--- config.mk ---
export PLATFORM = sky130hd
export DESIGN_NAME = hm_10_link_supervisor
export DESIGN_NICKNAME = d
export VERILOG_FILES = /design/src/rtl/hm_10_link_supervisor.sv
export SDC_FILE = /design/constraint.sdc
export NUM_CORES = 1
export LEC_CHECK = 0
export ABC_AREA = 1
export CAP_MARGIN = 15
export CELL_PAD_IN_SITES_DETAIL_PLACEMENT = 1
export CELL_PAD_IN_SITES_GLOBAL_PLACEMENT = 2
export CORE_MARGIN = 5
export CORE_UTILIZATION = 41
export DETAILED_ROUTE_END_ITERATION = 6
export DONT_BUFFER_PORTS = 1
export PLACE_DENSITY_LB_ADDON = 0.3
export SYNTH_ARGS = -nofsm -noshare
export SYNTH_HDL_FRONTEND = slang
export SYNTH_SLANG_ARGS = --single-unit
--- constraint.sdc ---
create_clock -name clock -period 2.9 [get_ports clock]
set_input_delay 0.58 -clock clock [delete_from_list [all_inputs] [get_ports clock]]
set_output_delay 0.58 -clock clock [all_outputs]
set_load 0.1 [all_outputs]
--- src/rtl/hm_10_link_supervisor.sv ---
// hm_10_link_supervisor: gates BLE transmit on a stable link, counts link drops and drives a status LED.
module hm_10_link_supervisor #(
  parameter logic [31:0] HOLDOFF_CYCLES = 32'd500000,
  parameter logic [31:0] LOST_TIMEOUT   = 32'd2000000,
  parameter logic [31:0] BLINK_HALF     = 32'd250000
) (
  input  logic       clock,
  input  logic       resetn,
  input  logic       connection_flag,
  input  logic       connection_warning_flag,
  input  logic       tx_request,
  output logic       tx_grant,
  output logic       link_up,
  output logic       flush_pulse,
  output logic       status_led,
  output logic [7:0] drop_count,
  output logic [1:0] state
);
  typedef enum logic [1:0] {
    DISCONNECTED = 2'b00,
    SETTLING     = 2'b01,
    LINKED       = 2'b10,
    WARNING      = 2'b11
  } state_t;
  state_t      cur, nxt;
  logic [31:0] timer, timer_d, blink;
  logic        drop;
  assign state    = cur;
  assign tx_grant = tx_request && (cur == LINKED);
  // timer_d defaults to 0, which also clears the timer on every transition
  always_comb begin
    nxt     = cur;
    drop    = 1'b0;
    timer_d = 32'd0;
    case (cur)
      DISCONNECTED: nxt = (connection_flag && !connection_warning_flag) ? SETTLING : DISCONNECTED;
      SETTLING: begin
        if (!connection_flag) nxt = DISCONNECTED;
        else if (connection_warning_flag) timer_d = 32'd0;
        else if (timer == HOLDOFF_CYCLES - 32'd1) nxt = LINKED;
        else timer_d = timer + 32'd1;
      end
      LINKED: begin
        if (!connection_flag) begin
          nxt  = DISCONNECTED;
          drop = 1'b1;
        end else if (connection_warning_flag) nxt = WARNING;
      end
      WARNING: begin
        if (!connection_flag || timer == LOST_TIMEOUT - 32'd1) begin
          nxt  = DISCONNECTED;
          drop = 1'b1;
        end else if (!connection_warning_flag) nxt = LINKED;
        else timer_d = timer + 32'd1;
      end
      default: nxt = DISCONNECTED;
    endcase
  end
  always_ff @(posedge clock or negedge resetn) begin
    if (!resetn) begin
      cur         <= DISCONNECTED;
      timer       <= 32'd0;
      blink       <= 32'd0;
      link_up     <= 1'b0;
      flush_pulse <= 1'b0;
      status_led  <= 1'b0;
      drop_count  <= 8'd0;
    end else begin
      cur         <= nxt;
      timer       <= timer_d;
      link_up     <= (nxt == LINKED) || (nxt == WARNING);
      flush_pulse <= drop;
      drop_count  <= (drop && drop_count != 8'hFF) ? drop_count + 8'd1 : drop_count;
      if (nxt != cur) begin
        blink      <= 32'd0;
        status_led <= (nxt != DISCONNECTED);
      end else if (cur == SETTLING || cur == WARNING) begin
        blink <= (blink == BLINK_HALF - 32'd1) ? 32'd0 : blink + 32'd1;
        if (blink == BLINK_HALF - 32'd1) status_led <= ~status_led;
      end
    end
  end
endmodule

# After elaboration in Yosys (flattened, before gate mapping)
# Index checks and enable logic that the tools add are counted.
# Widths: inputs -> output; s select.
[word_totals]
reg_bits = 77
[op_classes]
reduce_logical = 13
n_bitwise = 1
n_mux = 24
n_eq_ne = 10
add_sub_neg = 3
[op_table]
columns = ["operator", "n"]
rows = [
  ["$mux 32", 8],
  ["$add 32x1->32 const B", 2],
  ["$pmux 32 s2", 1],
  ["$eq 32x18->1 const B", 1],
  ["$eq 32x19->1 const B", 1],
  ["$eq 32x21->1 const B", 1],
  ["$mux 2", 7],
  ["$add 8x1->8 const B", 1],
  ["$eq 2x2->1 const B", 4],
  ["$ne 8x8->1 const B", 1],
  ["$pmux 2 s4", 1],
  ["$mux 1", 6],
  ["$reduce_bool 2->1", 3],
  ["$logic_and 1x1->1", 3],
  ["$logic_or 1x1->1", 3],
  ["$eq 2x1->1 const B", 1],
  ["$logic_not 1->1", 2],
  ["$logic_not 2->1", 1],
  ["$ne 2x2->1", 1],
  ["$pmux 1 s2", 1],
  ["$reduce_and 2->1", 1],
  ["$not 1->1", 1],
]

# Logic depth before layout (Yosys ltp)
# Gate-level depths: netlist of run 1.
[depth]
depth_word = 8
depth_mapped = 14
depth_no_buf = 14

# Worst setup path before layout of run 1
# Ideal clock, no wire load.
[synth_timing]
path_type = "register -> output"
start = "reg cur[0], in the netlist state[0]"
end = "out tx_grant"
arrival_time_ns = 2.112
slack_ns = 0.208
path_buffers = 2
path_stages_with_launch = 5
path_cell_list = "dfrtp_1 buf_2 inv_1 buf_2 and3_1"
[synth_via]
elab_chain_len = 2
[synth_rtl]
columns = ["item", "line_no", "source"]
rows = [
  ["start, declared", "25", "state_t cur, nxt;"],
  ["start signal, assigned", "69", "cur <= nxt;"],
  ["$eq 2x2->1", "29", "assign tx_grant = tx_request && (cur == LINKED);"],
  ["$logic_and 1x1->1", "29", ""],
  ["end, declared", "12", "output logic tx_grant,"],
]
# No other way between the ends.

# Worst setup path after layout of run 1
[layout_timing]
start = "reg blink[0]"
end = "reg blink[17]"
[layout_via]
elab_chain_len = 4
elab_cells_between_ends = 5
[layout_rtl]
columns = ["item", "line_no", "source"]
rows = [
  ["start, declared", "26", "logic [31:0] timer, timer_d, blink;"],
  ["start signal, assigned", "78", "blink <= (blink == BLINK_HALF - 32'd1) ? 32'd0 : blink + 32'd1;"],
  ["$add 32x1->32 or $eq 32x18->1 (tied branches)", "78", ""],
  ["$mux 32 (*)", "78", ""],
  ["$mux 32 (*)", "77", "end else if (cur == SETTLING || cur == WARNING) begin"],
  ["$mux 32 (*)", "74", "if (nxt != cur) begin"],
]
# Mark *: on every way between the ends. The rest lies on a longest branch, timed or not. The select of a mux whose other input is x is not followed.
# A chain may end at the register's enable or synchronous reset.

==> impl_metrics.env, run 1 <==
export IMPL_run_status="finished, final reports clean"
export IMPL_seq_area_frac_synth=0.389
export IMPL_power_density_mw_per_mm2=554
export IMPL_antenna_left=0
export IMPL_worst_hold_slack_ps=121
export IMPL_grt_pass1_wl_um=22200
export IMPL_hpwlAfterDp_um=9490
export IMPL_vias_per_cell=5.23
export IMPL_path_clk_slew_ps=60
export IMPL_cts_buffers=9
export IMPL_io_pins=19
export IMPL_die_h_um=119
export IMPL_final_nets=663
export IMPL_drt_first_pass_iters=4
export IMPL_timing_final_crit_share=0.839
export IMPL_finalSetupViolations=0
export IMPL_dp_cells=790
export IMPL_yosysMostFrequentCell="nand2_1"
export IMPL_cts_sink_count=76
export IMPL_grt_max_degree=77
export IMPL_hold_violations=0
export IMPL_portBuffers=0
export IMPL_initial_core_util=0.413
export IMPL_synth_edf_count=0
export IMPL_gp_routability_congestion=0.904
export IMPL_finalSetupTns_ps=0
export IMPL_required_ps=3130
export IMPL_drc_errors=0
export IMPL_syn_area_mm2=0.00489
export IMPL_cts_root_buf="clkbuf_16"
export IMPL_synth_compound_area_frac=0.0279
export IMPL_end_kind="flop"
export IMPL_syn_num_nets=660
export IMPL_num_rows=40
export IMPL_cts_buffer_depth=2
export IMPL_cp_start_kind="flop"
export IMPL_fmaxAchievable_mhz=411
export IMPL_synth_common_cells="nand2_1, nor2_1, dfrtp_1, nand3_1, inv_1"
export IMPL_ys_flop_type="dfrtp_1"
export IMPL_leakagePower_nw=2.27
export IMPL_grt_usage=0.193
export IMPL_diodes=0
export IMPL_hp_class="in -> async"
export IMPL_synth_area_per_cell_um2=7.51
export IMPL_synthMuxAreaShare=0
export IMPL_skew_ps=6.82
export IMPL_synth_top_area_cell="dfrtp_1"
export IMPL_ys_types=43
export IMPL_htree_levels=3
export IMPL_synthXorXnorAreaFrac=0.0895
export IMPL_grt_overflow_total=0
export IMPL_die_area_mm2=0.0142
export IMPL_drv_slew=0
export IMPL_fin_cells=806
export IMPL_yosysTopAreaCellShare=0.389
export IMPL_slew_headroom=0.364
export IMPL_syn_inst=652
export IMPL_wire_per_inst_um=16.0
export IMPL_utilization=0.453
export IMPL_core_area_mm2=0.0119
export IMPL_ir_drop_mv=0.613
export IMPL_synthAdderAreaFrac=0.00767
export IMPL_worst_path_max_fanout=10
export IMPL_pre_cts_slack_ps=454
export IMPL_fin_ws_ps=467
export IMPL_worstSetupPathType="reg -> reg"
export IMPL_fp_dieW_um=119
export IMPL_grt_pass1_vias=4518
export IMPL_drt_total_wl_um=12900
export IMPL_layout_drive_gt1_share=0.105
export IMPL_drv_cap=0
export IMPL_clock_latency_ps=340
export IMPL_vias=4212
export IMPL_synth_top_family_by_area="simple AND/OR/NAND/NOR gates"
export IMPL_drtIter0Drc=185
export IMPL_synth_area_leaders="dfrtp_1, nand2_1, nor2_1"
export IMPL_synth_seq_cells=76
export IMPL_finalCriticalPeriod_ps=2430
export IMPL_cts_tree="done"
export IMPL_rsz0062_at_grt="false"
export IMPL_antenna_found_initial=0
export IMPL_arrival_ps=2660
export IMPL_syn2layout_area_growth_pct=9.69
export IMPL_ys_async_sr_fraction=1.00
export IMPL_yosys_warnings=0
export IMPL_yosys_area_share_simple=0.403
export IMPL_worstMarginPinSlew_ps=955
## through the flow
stage	power [mW]	instance area, um2
floorplan	1.81	4890
global placement	1.81	5050
detailed placement	1.85	5050
CTS	3.02	5370
global route	3.14	5370
finish	2.97	5370
## critical path: stages (launching register included)
cell and delay, ps:
dfrtp_1 450, ha_1 250, nand2_1 90, nor2_1 220, nand4_1 170, nor4_1 340
nand4_1 280, clkinv_1 280, nor2_1 80, nand3_1 90, nand2_1 60
## layout make-up
class | count | area, um2
multi-input cells | 483 | 2580
well taps | 147 | 184
inverters | 72 | 275
flip-flops and latches | 76 | 1900
clock buffers | 10 | 239
clock inverters | 5 | 52.6
fillers | 1469 | 6490
repair buffers | 13 | 130
## timing repair
| action | 4_1_cts | 5_1_grt |
|---|---|---|
| hold buffers | 1 | 0 |
| endpoints found under the hold margin | 76 | 0 |
| setup buffers | 0 | 0 |
| resized for setup | 0 | 0 |
## state kept, by name, indices dropped and copies added, names as in the netlist
| name | cells |
|---|---|
| blink | 32 |
| status_led | 1 |
| state | 2 |
| timer | 32 |
| flush_pulse | 1 |
| drop_count | 8 |
## layer usage
layer / vias up / wire [um] / global-route usage
li1: 2128 / - / -
met1: 2031 / 6480 / 0.268
met2: 41 / 5840 / 0.300
met3: 12 / 405 / 0.0356
met4: 0 / 203 / 0.0695
met5: - / 0 / 0
## final timing paths
kind	cells past startpoint	to	startpoint	slack, ps
worst max-delay path	10	blink[17]	blink[0]	470
worst min-delay path	1	timer[30]	resetn	120
worst max register to register	10	blink[17]	blink[0]	470
worst min register to register	1	timer[0]	timer[0]	470
max in group asynchronous	1	state[1]	resetn	2440
min in group clock	1	timer[0]	timer[0]	470
## layout by cell type (no fill, tap or decap), types with 2 or more instances in the layout
| cell | count |
|---|---|
| nand2_2 | 3 |
| inv_2 | 11 |
| xnor2_1 | 16 |
| o21ai_0 | 5 |
| nor3_1 | 28 |
| clkinv_2 | 3 |
| ha_1 | 3 |
| nor2_2 | 6 |
| clkbuf_16 | 9 |
| buf_4 | 11 |
| nor4_1 | 12 |
| nand3_1 | 66 |
| inv_1 | 58 |
| dfrtp_2 | 2 |
| clkinv_1 | 2 |
| a21oi_1 | 6 |
| nand4_1 | 19 |
| o31ai_1 | 2 |
| nand2_1 | 144 |
| nor3_2 | 4 |
| xor2_1 | 34 |
| dfrtp_1 | 74 |
| o211ai_1 | 2 |
| nor2_1 | 91 |
| nor3b_1 | 2 |
| nand3_2 | 6 |
| nand3b_1 | 20 |
## power by group
group / switching (mW) / internal, mW
Sequential: 0.0908 / 1.09
Clock: 0.443 / 0.680
Combinational: 0.547 / 0.122
Total: 1.08 / 1.89
## cells by family (layout without fill, tap and decap cells)
kind of cell	Yosys count	after routing
buf+inv	93	100
fa+ha+maj	3	3
simple gates	409	409
xor+xnor	50	50
flops	76	76
compound gates	21	21
No activity file was read; power rests on OpenSTA's default activity.
==> inputs of run 2 (changes only) <==
- CORE_UTILIZATION: 41 -> 38
- clock period: 2.9 -> 2.36 ns (I/O delays scaled with it)
==> impl_metrics.env, run 2 (synthesis results as in run 1) <==
export IMPL_fp_dieW_um=123
export IMPL_drt_first_pass_iters=4
export IMPL_rr_startpoint="timer[22]"
export IMPL_required_ps=2640
export IMPL_cts_buffer_depth=2
export IMPL_run_status="finished, final reports clean"
export IMPL_grt_overflow_total=0
export IMPL_grt_pass1_wl_um=22300
export IMPL_worst_path_max_fanout=16
export IMPL_cts_buffers=9
export IMPL_num_rows=41
export IMPL_vias_per_cell=5.17
export IMPL_cp_start_kind="flop"
export IMPL_final_cell_mix="nand2_1, nor2_1, dfrtp_1"
export IMPL_mostFrequentLayoutCell="nand2_1"
export IMPL_initial_core_util=0.388
export IMPL_stdcell_area_mm2=0.00555
export IMPL_wire_per_inst_um=16.0
export IMPL_ir_drop_mv=0.635
export IMPL_final_nets=677
export IMPL_core_area_mm2=0.0126
export IMPL_finalSetupTns_ps=0
export IMPL_drt_total_wl_um=13600
export IMPL_power_density_mw_per_mm2=705
export IMPL_end_kind="flop"
export IMPL_die_area_mm2=0.0152
export IMPL_leakagePower_nw=2.35
export IMPL_reg2reg_depth=12
export IMPL_timing_final_crit_share=0.919
export IMPL_grt_usage=0.185
export IMPL_gp_routability_congestion=0.842
export IMPL_regToRegSetupSlack_ps=190
export IMPL_drv_cap=0
export IMPL_worstMarginPinSlew_ps=573
export IMPL_cts_tree="done"
export IMPL_hp_class="in -> async"
export IMPL_reg_largest_list="blink (32), timer (32), drop_count (8)"
export IMPL_grt_max_degree=77
export IMPL_drc_errors=0
export IMPL_syn2layout_area_growth_pct=13.4
export IMPL_drv_slew=0
export IMPL_layout_drive_gt1_share=0.131
export IMPL_fill_cells=1595
export IMPL_diodes=0
export IMPL_antenna_left=0
export IMPL_finalCriticalPeriod_ps=2170
export IMPL_io_pins=19
export IMPL_slew_headroom=0.615
export IMPL_arrival_ps=2440
export IMPL_worstSetupPathType="reg -> reg"
export IMPL_vias=4373
export IMPL_rr_endpoint="blink[26]"
export IMPL_htree_levels=3
export IMPL_drtIter0Drc=226
export IMPL_antenna_found_initial=0
export IMPL_cp_endpoint="blink[26]"
export IMPL_cts_root_buf="clkbuf_16"
export IMPL_skew_ps=7.80
export IMPL_fmaxAchievable_mhz=461
export IMPL_clock_latency_ps=340
export IMPL_place_area_mm2=0.00513
export IMPL_cts_sink_count=76
export IMPL_portBuffers=0
export IMPL_grt_pass1_vias=4447
export IMPL_path_clk_slew_ps=60
export IMPL_finalSetupViolations=0
export IMPL_hpwlAfterDp_um=9550
export IMPL_critPathLaunch="timer[22]"
export IMPL_die_h_um=123
export IMPL_hold_violations=0
-- run 2: cell count changes in the layout (fill, tap and decap cells not counted), sizes merged --
cell / change
clkbuf: +2
clkinv: +2
clkinvlp: -1
buf: +11
bufinv: -1
inv: +2
-- run 2: cell type report --
| type | instances | area, um2 | share of cell area |
|---|---|---|---|
| clock buffers | 12 | 256 | 0.0462 |
| clock inverters | 4 | 23.8 | 0.00428 |
| repair buffers | 24 | 216 | 0.0390 |
| repair inverters | 3 | 36.3 | 0.00654 |
| multi-input cells | 483 | 2600 | 0.468 |
| inverters | 72 | 299 | 0.0539 |
| flip-flops and latches | 76 | 1900 | 0.343 |
| well taps | 172 | 215 | 0.0388 |
-- run 2: power breakdown --
part | switching (mW) | internal [mW] | total (mW) | leakage (nW)
registers | 0.0414 | 1.34 | 1.38 | 1.05
logic | 0.918 | 0.294 | 1.21 | 1.16
clock network | 0.552 | 0.767 | 1.32 | 0.142
total | 1.51 | 2.40 | 3.91 | 2.35
-- run 2: worst min-delay path by stage --
stage                 from        end  slack [ps]  depth (start not counted)
CTS                 resetn  timer[18]          50                          1
floorplan           resetn   blink[0]         180                          0
global placement    resetn  timer[16]         180                          0
global route        resetn  timer[18]          60                          1
detailed placement  resetn  timer[18]         180                          0
finish              resetn  timer[18]          20                          1
-- run 2: what timing repair did --
action / in CTS / in global routing
buffers inserted: 0 / 3
gates cloned: 0 / 3
gates resized for setup: 1 / 11
pin swaps: 0 / 2
hold endpoints to repair: 76 / 0
hold buffers: 1 / 0
setup endpoints to repair: 10 / 33
-- run 2: layer usage --
layer / global-route usage / share of wire / vias to the layer above
li1: - / - / 2163
met1: 0.270 / 0.51 / 2140
met2: 0.282 / 0.45 / 58
met3: 0.0293 / 0.032 / 12
met4: 0.0561 / 0.012 / 0
met5: 0 / 0 / -
-- run 2: worst max-delay path, cell delays in order (launching register included) --
cell	delay [ps]
dfrtp_1	440
nor2_1	180
nand3_1	180
nor3_4	260
nand3_2	130
nand2_2	90
nand3_2	90
nand3_2	140
nand3_4	110
buf_12	170
inv_8	120
nand3_1	100
nand2_1	90
-- run 2: metrics by stage --
step           power (mW)  hold WS, ps  setup slack (ps)   util  cells
6_report             3.91         24.4               191  0.440    846
2_1_floorplan        2.23          176              8.23      -    652
3_5_place_dp         2.30          181             -10.0  0.406    823
5_1_grt              4.13         59.7             -7.55  0.440    846
3_3_place_gp         2.27          181             -20.5  0.406    823
4_1_cts              3.67         48.9              22.6  0.431    840
==> inputs of run 3 (changes only) <==
- TNS_END_PERCENT: unset -> 30
==> results of run 3 <==
Final layout, timing and power as in run 2 (identical DEF).
==> RTL edit: new RTL, config.mk and constraints of run 3 <==
Make the reset (`resetn`) synchronous in one clocked block.
--- a/src/rtl/hm_10_link_supervisor.sv
+++ b/src/rtl/hm_10_link_supervisor.sv
@@ -58,3 +58,3 @@
   end
-  always_ff @(posedge clock or negedge resetn) begin
+  always_ff @(posedge clock) begin
     if (!resetn) begin
Formal check against the unedited RTL: differs if resetn is asserted again (counterexample within 4 cycles, from zero or initial values and one cycle with resetn low); with resetn held inactive, the same outputs for 10 cycles.
==> RTL edit against run 3 <==
  * Fmax grew 1.2%
  * Largest cell class unchanged
  * Die area shrank 12%
  * First-iteration DRC count shrank 56%
  * Via count shrank 11%
  * Area after synthesis shrank 13%
  * Sequential cell count is the same
  * Critical path type unchanged
  * Sequential share of layout area shrank 2.8 points
  * Critical endpoint is now blink[28]
  * Routed wire length shrank 18%
  * Worst setup slack gained 0.026 ns
  * Final area shrank 13%
Power is not compared: it rests on default switching activity, and its combinational part moved more than twofold at a synthesized area within 25%.
==> RTL edit: results <==
[final_layout]
ratio_of_cells_with_drive_above_1_in_the_final_layout = 0.109
finalNetCount = 656
final_non_filler_cell_total = 793

[setup_path]
regToRegSetupSlack_ns = 0.22
cp_slowest_cell = "sky130_fd_sc_hd__dfxtp_1"
critical_path.endpoint = "blink[28]"
r2r-start = "timer[0]"
worst_ep_arrival_time_ns = 2.41
cp-startpoint = "timer[0]"
r2r_cells = 11
timing.critical_path.slowest_cell_delay_ns = 0.37
path_max_fanout = 23

[global_routing]
first_global_vias = 4108
antenna_found_initial = 0
groute.usage.overall = 0.181
grt_max_degree = 33
wire_length_of_the_first_global_routing_pass_um = 19300

[power_and_ir_drop]
worst_ir_drop_vdd_mv = 0.469
leak_nw = 1.77

[sta]
max_freq_mhz = 467
clock-skew-final_ns = 0.00819
max_slew_headroom = 0.639

[detailed_routing]
drt_iter0_markers = 99
detail_route.vias_per_cell = 4.90
routed_len_inst_um = 14.0

[placement]
number_of_placed_instances_taps_included = 777
placement.cell_area_um2 = 4510
dp_slack_ns = 0.188
placed_wire_length_estimate_after_detailed_placement_um = 8360

[worst_hold_path]
holdCritPathClass = "in -> reg"

[synth]
yosys_warnings = 0
synth_xor_area_frac = 0.0923
syn-num-nets = 641
synth.top_cells.by_count = "129 x sky130_fd_sc_hd__nor2_1, 117 x sky130_fd_sc_hd__nand2_1, 93 x sky130_fd_sc_hd__inv_1"
postSynth.asyncResetShare = 0
netlist_instances = 633
synth-seq-area-share = 0.356
netlist_top_cells_area = "sky130_fd_sc_hd__dfxtp_1 36%, sky130_fd_sc_hd__nor2_1 11%, sky130_fd_sc_hd__nand2_1 10%"
synthDistinctLibCells = 36

[outcome]
run_status = "complete, no violations"
RTL edit: logic make-up after synthesis:
| logic type | after synthesis |
|---|---|
| adders and majority gates | 3 |
| buffers and inverters | 105 |
| and+or+nand+nor | 374 |
| xor gates and xnor gates | 45 |
| DFF | 76 |
| AOI/OAI and AO/OA | 30 |
RTL edit: worst min path at each step:
stage / from / end / depth (start not counted)
3_3_place_gp: timer[0] / timer[0] / 1
3_5_place_dp: timer[0] / timer[0] / 1
6_report: resetn / status_led / 2
4_1_cts: resetn / status_led / 2
2_1_floorplan: timer[0] / timer[0] / 1
5_1_grt: resetn / status_led / 2
RTL edit: final cells by class:
type	instances	area (um2)
clock buffer	12	267
fill	1450	6090
timing repair buffer	15	125
multi-input combinational	452	2330
inverter	94	353
clock inverter	4	70.1
sequential	76	1530
tap	140	175
RTL edit: per-layer routing:
layer	vias up	share of wire	GRT usage
li1	2023	-	-
met1	1822	0.49	0.227
met2	29	0.46	0.300
met3	11	0.034	0.0548
met4	0	0.016	0.0549
met5	-	0	0
RTL edit: what timing repair did:
item / in CTS / in global routing
gates resized for setup: 0 / 2
setup endpoints to repair: 0 / 19
endpoints found under the hold margin: 0 / 0
RTL edit: through the flow:
step	utilization	hold WS [ns]
6_report	0.443	0.245
5_1_grt	0.443	0.244
4_1_cts	0.443	0.231
3_5_place_dp	0.412	0.463
3_3_place_gp	0.412	0.440
2_1_floorplan	-	0.429
RTL edit: power by group through the flow:
stage | Combinational [W] | Clock, W | Sequential (W)
3_3_place_gp | 0.0000913 | 0 | 0.00132
6_report | 0.0000920 | 0.00156 | 0.00129
2_1_floorplan | 0.0000553 | 0 | 0.00134
5_1_grt | 0.000101 | 0.00166 | 0.00129
4_1_cts | 0.0000940 | 0.00160 | 0.00129
3_5_place_dp | 0.0000927 | 0 | 0.00132
